[config.mk]
export PLATFORM = sky130hd
export DESIGN_NAME = apple_placer
export DESIGN_NICKNAME = d
export VERILOG_FILES = /design/src/rtl/apple_placer_pkg.sv /design/src/rtl/apple_lfsr.sv /design/src/rtl/apple_placer.sv
export SDC_FILE = /design/constraint.sdc
export NUM_CORES = 1
export LEC_CHECK = 0
export CORE_ASPECT_RATIO = 1.2
export CORE_MARGIN = 2
export CORE_UTILIZATION = 30
export DETAILED_ROUTE_END_ITERATION = 16
export SLEW_MARGIN = 5
export SYNTH_ARGS = -nofsm -noshare
export SYNTH_HDL_FRONTEND = slang
export SYNTH_SLANG_ARGS = --single-unit
[constraint.sdc]
create_clock -name clk -period 11.8 [get_ports clk]
set_clock_uncertainty 0.15 [all_clocks]
set_input_delay 1.77 -clock clk [delete_from_list [all_inputs] [get_ports clk]]
set_output_delay 1.77 -clock clk [all_outputs]
set_load 0.03 [all_outputs]
[src/rtl/apple_placer_pkg.sv]
// Shared types and constants for the apple placer: FSM state encoding and
// the 16-bit Galois LFSR used to pick a random free cell.
package apple_placer_pkg;

  typedef enum logic [2:0] {
    IDLE   = 3'd0,
    COUNT  = 3'd1,
    PICK   = 3'd2,
    SEARCH = 3'd3,
    DONE   = 3'd4
  } state_t;

  localparam logic [15:0] LFSR_POLY  = 16'hB400;
  localparam logic [15:0] LFSR_RESET = 16'hACE1;

  // Right-shifting Galois step: feedback taps applied when the output bit is set.
  function automatic logic [15:0] lfsr_step(input logic [15:0] v);
    logic [15:0] shifted_s;
    shifted_s = {1'b0, v[15:1]};
    if (v[0]) begin
      lfsr_step = shifted_s ^ LFSR_POLY;
    end else begin
      lfsr_step = shifted_s;
    end
  endfunction

endpackage

[src/rtl/apple_lfsr.sv]
// Random source for apple placement. A seed load wins over a step, and an
// all-zero seed is replaced by 1 so the register can never lock up.
module apple_lfsr
  import apple_placer_pkg::*;
(
  input  logic        clk,
  input  logic        rst,
  input  logic        step,
  input  logic        load,
  input  logic [15:0] seed,
  output logic [15:0] value
);

  // LFSR state register with load priority over step.
  always_ff @(posedge clk or posedge rst) begin
    if (rst) begin
      value <= LFSR_RESET;
    end else if (load) begin
      value <= (seed == 16'h0000) ? 16'h0001 : seed;
    end else if (step) begin
      value <= lfsr_step(value);
    end
  end

endmodule

[src/rtl/apple_placer.sv]
// Picks a uniformly indexed free cell of a snapshotted playfield: count the
// free cells, reduce the random target modulo that count, then walk to it.
module apple_placer
  import apple_placer_pkg::*;
#(
  parameter  int SIZE_X     = 10,
  parameter  int SIZE_Y     = 10,
  parameter  int CELL_BITS  = 3,
  parameter  int EMPTY_CODE = 0,
  localparam int NCELLS     = SIZE_X * SIZE_Y,
  localparam int SBITS      = $clog2(NCELLS)
) (
  input  logic                        clk,
  input  logic                        rst,
  input  logic [NCELLS*CELL_BITS-1:0] field,
  input  logic                        start,
  input  logic                        seed_load,
  input  logic [15:0]                 seed,
  output logic                        busy,
  output logic                        valid,
  output logic [SBITS-1:0]            apple_pos,
  output logic                        full
);

  localparam logic [SBITS-1:0] IDX_ZERO = {SBITS{1'b0}};
  localparam logic [SBITS-1:0] IDX_ONE  = {{(SBITS-1){1'b0}}, 1'b1};
  localparam logic [SBITS-1:0] IDX_LAST = SBITS'(NCELLS - 1);
  localparam logic [SBITS:0]   CNT_ZERO = {(SBITS+1){1'b0}};
  localparam logic [SBITS:0]   CNT_ONE  = {{SBITS{1'b0}}, 1'b1};

  state_t                      state_r, state_n;
  logic [NCELLS*CELL_BITS-1:0] snap_r, snap_n;
  logic [SBITS-1:0]            target_r, target_n;
  logic [SBITS:0]              cnt_r, cnt_n;
  logic [SBITS-1:0]            idx_r, idx_n;
  logic [SBITS-1:0]            pos_r, pos_n;
  logic                        full_r, full_n;
  logic                        step_s;
  logic                        cell_free_s;
  logic [15:0]                 lfsr_s;

  apple_lfsr u_lfsr (
    .clk   (clk),
    .rst   (rst),
    .step  (step_s),
    .load  (seed_load),
    .seed  (seed),
    .value (lfsr_s)
  );

  // Next-state and datapath decisions for the placement FSM.
  always_comb begin
    state_n     = state_r;
    snap_n      = snap_r;
    target_n    = target_r;
    cnt_n       = cnt_r;
    idx_n       = idx_r;
    pos_n       = pos_r;
    full_n      = full_r;
    step_s      = 1'b0;
    cell_free_s = (snap_r[int'(idx_r)*CELL_BITS +: CELL_BITS] == CELL_BITS'(EMPTY_CODE));

    case (state_r)
      IDLE: begin
        if (start) begin
          snap_n   = field;
          target_n = lfsr_s[SBITS-1:0];
          step_s   = 1'b1;
          cnt_n    = CNT_ZERO;
          idx_n    = IDX_ZERO;
          state_n  = COUNT;
        end else begin
          state_n  = IDLE;
        end
      end
      COUNT: begin
        if (cell_free_s) begin
          cnt_n = cnt_r + CNT_ONE;
        end else begin
          cnt_n = cnt_r;
        end
        if (idx_r == IDX_LAST) begin
          idx_n   = IDX_ZERO;
          state_n = PICK;
        end else begin
          idx_n   = idx_r + IDX_ONE;
          state_n = COUNT;
        end
      end
      PICK: begin
        // Repeated subtraction is a cheap modulo; cnt fits in SBITS bits here.
        if (cnt_r == CNT_ZERO) begin
          full_n  = 1'b1;
          pos_n   = IDX_LAST;
          state_n = DONE;
        end else if ({1'b0, target_r} >= cnt_r) begin
          target_n = target_r - cnt_r[SBITS-1:0];
          state_n  = PICK;
        end else begin
          state_n  = SEARCH;
        end
      end
      SEARCH: begin
        idx_n = idx_r + IDX_ONE;
        if (cell_free_s) begin
          if (target_r == IDX_ZERO) begin
            pos_n   = idx_r;
            full_n  = 1'b0;
            state_n = DONE;
          end else begin
            target_n = target_r - IDX_ONE;
            state_n  = SEARCH;
          end
        end else begin
          state_n = SEARCH;
        end
      end
      DONE: begin
        state_n = IDLE;
      end
      default: begin
        state_n = IDLE;
      end
    endcase
  end

  // State and datapath registers.
  always_ff @(posedge clk or posedge rst) begin
    if (rst) begin
      state_r  <= IDLE;
      snap_r   <= {(NCELLS*CELL_BITS){1'b0}};
      target_r <= IDX_ZERO;
      cnt_r    <= CNT_ZERO;
      idx_r    <= IDX_ZERO;
      pos_r    <= IDX_ZERO;
      full_r   <= 1'b0;
    end else begin
      state_r  <= state_n;
      snap_r   <= snap_n;
      target_r <= target_n;
      cnt_r    <= cnt_n;
      idx_r    <= idx_n;
      pos_r    <= pos_n;
      full_r   <= full_n;
    end
  end

  assign busy      = (state_r != IDLE);
  assign valid     = (state_r == DONE);
  assign apple_pos = pos_r;
  assign full      = full_r;

endmodule

==> results.md <==
* CP bufs+invs at 3
* Core box area at 52300 µm²
* Area leader, netlist: dfrtp_1
* GRT Util Overall at 0.175
* Vias at 13300
* Fraction of layout cells with a size suffix above 1 at 0.0562
* Grt ovf at 0
* RSZ-0062 raised after global routing: no
* TritonCTS clock tree: built
* Critical path peak fanout at slightly above 90
* Fill cell count at 5276
* Worst path max stage delay at 840 ps
* Status: finished clean
* Area Growth Syn to Fin at 33.5%
* Top-area cell type share of the netlist area at 0.542
* F_max at 225 MHz
* Routed wire length at ~47 mm
* Final setup fails at 0
* Vias per Instance at between 4 and 5
* Drc violations at 0
* Worst Reg-to-Reg Cells at 9
* Instance count on the critical path at 6
* Critical path class: primary input to flip-flop
* CTS Hold Bufs at 0
* Worst setup path end: snap_r[135]$_DFFE_PP0P_
* # rows at between 90 and 100
* Starting Density at 0.301
* Nets at 2459
* Lkg Pwr at 10.5 nW
* Largest net degree at the start of global routing at between 150 and 200
* Post-CTS Setup Inserts at 0
* Synthesized Nets at 2176
* Rel. slew slack at 0.323
* Worst skew pair latency at 560 ps
* Worst setup EP type: flip-flop
* Final Cell Area at 21000 µm²
* Mean Syn Cell Area at roughly 8.6 µm²
* DP Cell Count at 2785
* Worst IR Drop VDD at 0.0739 mV
* Final Hold Viols at 0
* Critical path, cell by cell: clkdlybuf4s50_1, nand2_4, buf_4, buf_4, nand2_1, nand2_1
* Critical Path RT at about 12000 ps
* Reg2Reg Launch Point: idx_r[1]$_DFFE_PP0P_
* # IOs at 330
* Post-DRT Antenna Nets at 0
* Post-synth ARST share at 1.00
* Routed length per instance at 16.5 µm
* GPL Wtd Cong at between 0.7 and 0.8
* Cells after Synth at around 1800
* Clock slew at reported path FFs at ~60 ps
* Synth top area cells: dfrtp_1 54%, nand2_1 22%, nor3_1 1.9%, clkbuf_1 1.9%, mux4_2 1.9%
* Port-buffer cells at 329
* R2R Path End: apple_pos[4]$_DFFE_PP0P_
* Vias in the first global route at 13700
* Dominant synthesized flop cell: dfrtp_1
* Pre-antenna DRT Iters at 5
* Maximum capacitance violations at 0
* Full die area at between 50000 and 60000 µm²
* CTS resizes at 0
* DP Wirelength at roughly 33 mm
* Max H-tree Level at 2
* Post-synth EDFFs at 0
* Crit path time final at roughly 4400 ps
* Die height at 255 µm
* Actual slew at the worst max-slew pin at ~1000 ps
* Area after DPL at 19600 µm²
* CP startpoint kind: primary input
* First-pass GRT wire length at 73.8 mm
* Initial DRC count at 893
* Initial antenna violation count at 8
* Finished Layout Cells at 2867
* Slowest cell on the critical path: buf_4
* Die width at 213 µm
* Root Buffer: clkbuf_16
* Setup tns final at 0 ps
* Hold crit path type: flip-flop to flip-flop
* Sequential area share after synthesis at 0.555
* Reg2Reg Setup Slack at 7580 ps
* #FFs+latches synth at 349
* Synth unique cells at 61
* Sink Count at 349
* CTS buffer count at 40
* Max Slew Vio Count at 0
* PwrDens at 125 nW/µm²
* CTS Buffer Depth at 3
* Worst setup startpoint: start
* Final period util at 0.377
* Yosys warnings at 0
* Arrival @ worst endpoint at 4790 ps
* CP delay by family, top: buffers and inverters
* Post-Syn Area at approximately 16000 µm²
==> worst register-to-register path, delay by kind of cell (launching register included) <==
family,cells,cell delay [ps]
AO/OA/AOI/OAI,3,1060
multiplexers,2,820
buffers and inverters,1,740
flip-flops,1,720
AND/OR/NAND/NOR,3,610
==> cell type report <==
| cell class | count | area [µm²] | share of cell area |
|---|---|---|---|
| Clock inverter | 16 | 153 | 0.00726 |
| Tap cell | 705 | 882 | 0.0419 |
| Multi-Input combinational cell | 1371 | 6540 | 0.311 |
| Sequential cell | 349 | 8750 | 0.416 |
| Antenna cell | 8 | 20.0 | 0.000952 |
| Timing Repair Buffer | 340 | 3390 | 0.161 |
| Clock buffer | 58 | 1220 | 0.0580 |
| Inverter | 20 | 82.6 | 0.00393 |
==> cells in the mapped netlist (all sizes together) (2+ instances only) <==
cell and number:
buf 20, xor2 4, a31oi 3, and3 3, mux2i 23, and2 5, a21o 4, dfstp 8
nor2b 9, o41ai 3, nor2 57, inv 19, o21ai 49, nand2b 12, a2111oi 7, nand3 9
nor4 38, a21oi 39, clkbuf 79, a211oi 22, or2 3, o221ai 4, ha 16, nor3 61
or3 4, dfrtp 341, o211ai 3, o22ai 6, or4 2, mux4 13, mux2 7, nand2 945
xnor2 6, o2111ai 2
==> cells by family (layout without fill, tap and decap cells) <==
kind of cell / after synthesis / in the layout / synth area share
flops: 349 / 349 / 0.555
buf+inv: 119 / 434 / 0.0307
simple gates: 1151 / 1151 / 0.294
other cells: 0 / 8 / 0
fa+ha+maj: 17 / 17 / 0.0140
compound gates: 150 / 150 / 0.0623
mux: 43 / 43 / 0.0387
xor+xnor: 10 / 10 / 0.00556
==> sequential cells by signal, indices dropped and copies added, names as in the netlist <==
| signal | count |
|---|---|
| state_r | 3 |
| u_lfsr.value | 16 |
| full | 1 |
| target_r | 7 |
| apple_pos | 7 |
| snap_r | 300 |
| cnt_r | 8 |
| idx_r | 7 |
==> per-layer routing <==
layer	vias to the layer above	GRT usage	part of all wire
li1	6537	-	-
met1	6435	0.221	0.42
met2	285	0.300	0.50
met3	76	0.0271	0.041
met4	0	0.0716	0.032
met5	-	0	0
==> per-stage QoR <==
step | hold slack (ps) | utilization | power, mW | setup WS (ps)
floorplan | 287 | - | 1.26 | 215
global placement | 304 | 0.376 | 1.38 | 6850
detailed placement | 305 | 0.376 | 1.38 | 6800
CTS | 320 | 0.402 | 2.68 | 7390
global route | 343 | 0.403 | 2.74 | 7120
finish | 317 | 0.403 | 2.64 | 7360
==> cell usage in the layout (no fill, tap or decap), types with 6 or more instances in the layout <==
| master | count |
|---|---|
| a21oi_1 | 39 |
| inv_1 | 18 |
| ha_1 | 16 |
| nor2_1 | 57 |
| clkbuf_16 | 41 |
| xnor2_1 | 6 |
| buf_4 | 10 |
| nand2_1 | 943 |
| nor3_1 | 61 |
| clkbuf_8 | 13 |
| nor4_1 | 38 |
| o22ai_1 | 6 |
| dfrtp_1 | 339 |
| diode_2 | 8 |
| nand2b_1 | 12 |
| mux2i_1 | 23 |
| clkdlybuf4s50_1 | 329 |
| a211oi_1 | 22 |
| o21ai_0 | 47 |
| mux4_2 | 13 |
| nand3_1 | 8 |
| clkinv_2 | 7 |
| nor2b_1 | 9 |
| dfstp_2 | 8 |
==> power breakdown <==
| group | leakage [nW] | internal, mW | total (mW) | switching (mW) |
|---|---|---|---|---|
| Sequential | 4.79 | 1.20 | 1.21 | 0.00406 |
| Clock | 0.678 | 0.765 | 1.28 | 0.510 |
| Combinational | 5.07 | 0.0996 | 0.153 | 0.0529 |
| Total | 10.5 | 2.07 | 2.64 | 0.567 |
==> worst min path at each step <==
stage	startpoint	to	slack, ps	cells past startpoint
after floorplan	snap_r[281]$_DFFE_PP0P_	snap_r[281]$_DFFE_PP0P_	290	2
after global routing	snap_r[167]$_DFFE_PP0P_	snap_r[167]$_DFFE_PP0P_	340	2
after detailed placement	snap_r[280]$_DFFE_PP0P_	snap_r[280]$_DFFE_PP0P_	310	2
after global placement	snap_r[280]$_DFFE_PP0P_	snap_r[280]$_DFFE_PP0P_	300	2
final	snap_r[280]$_DFFE_PP0P_	snap_r[280]$_DFFE_PP0P_	320	2
after CTS	snap_r[280]$_DFFE_PP0P_	snap_r[280]$_DFFE_PP0P_	320	2
Power figures use the tool's default switching activity.
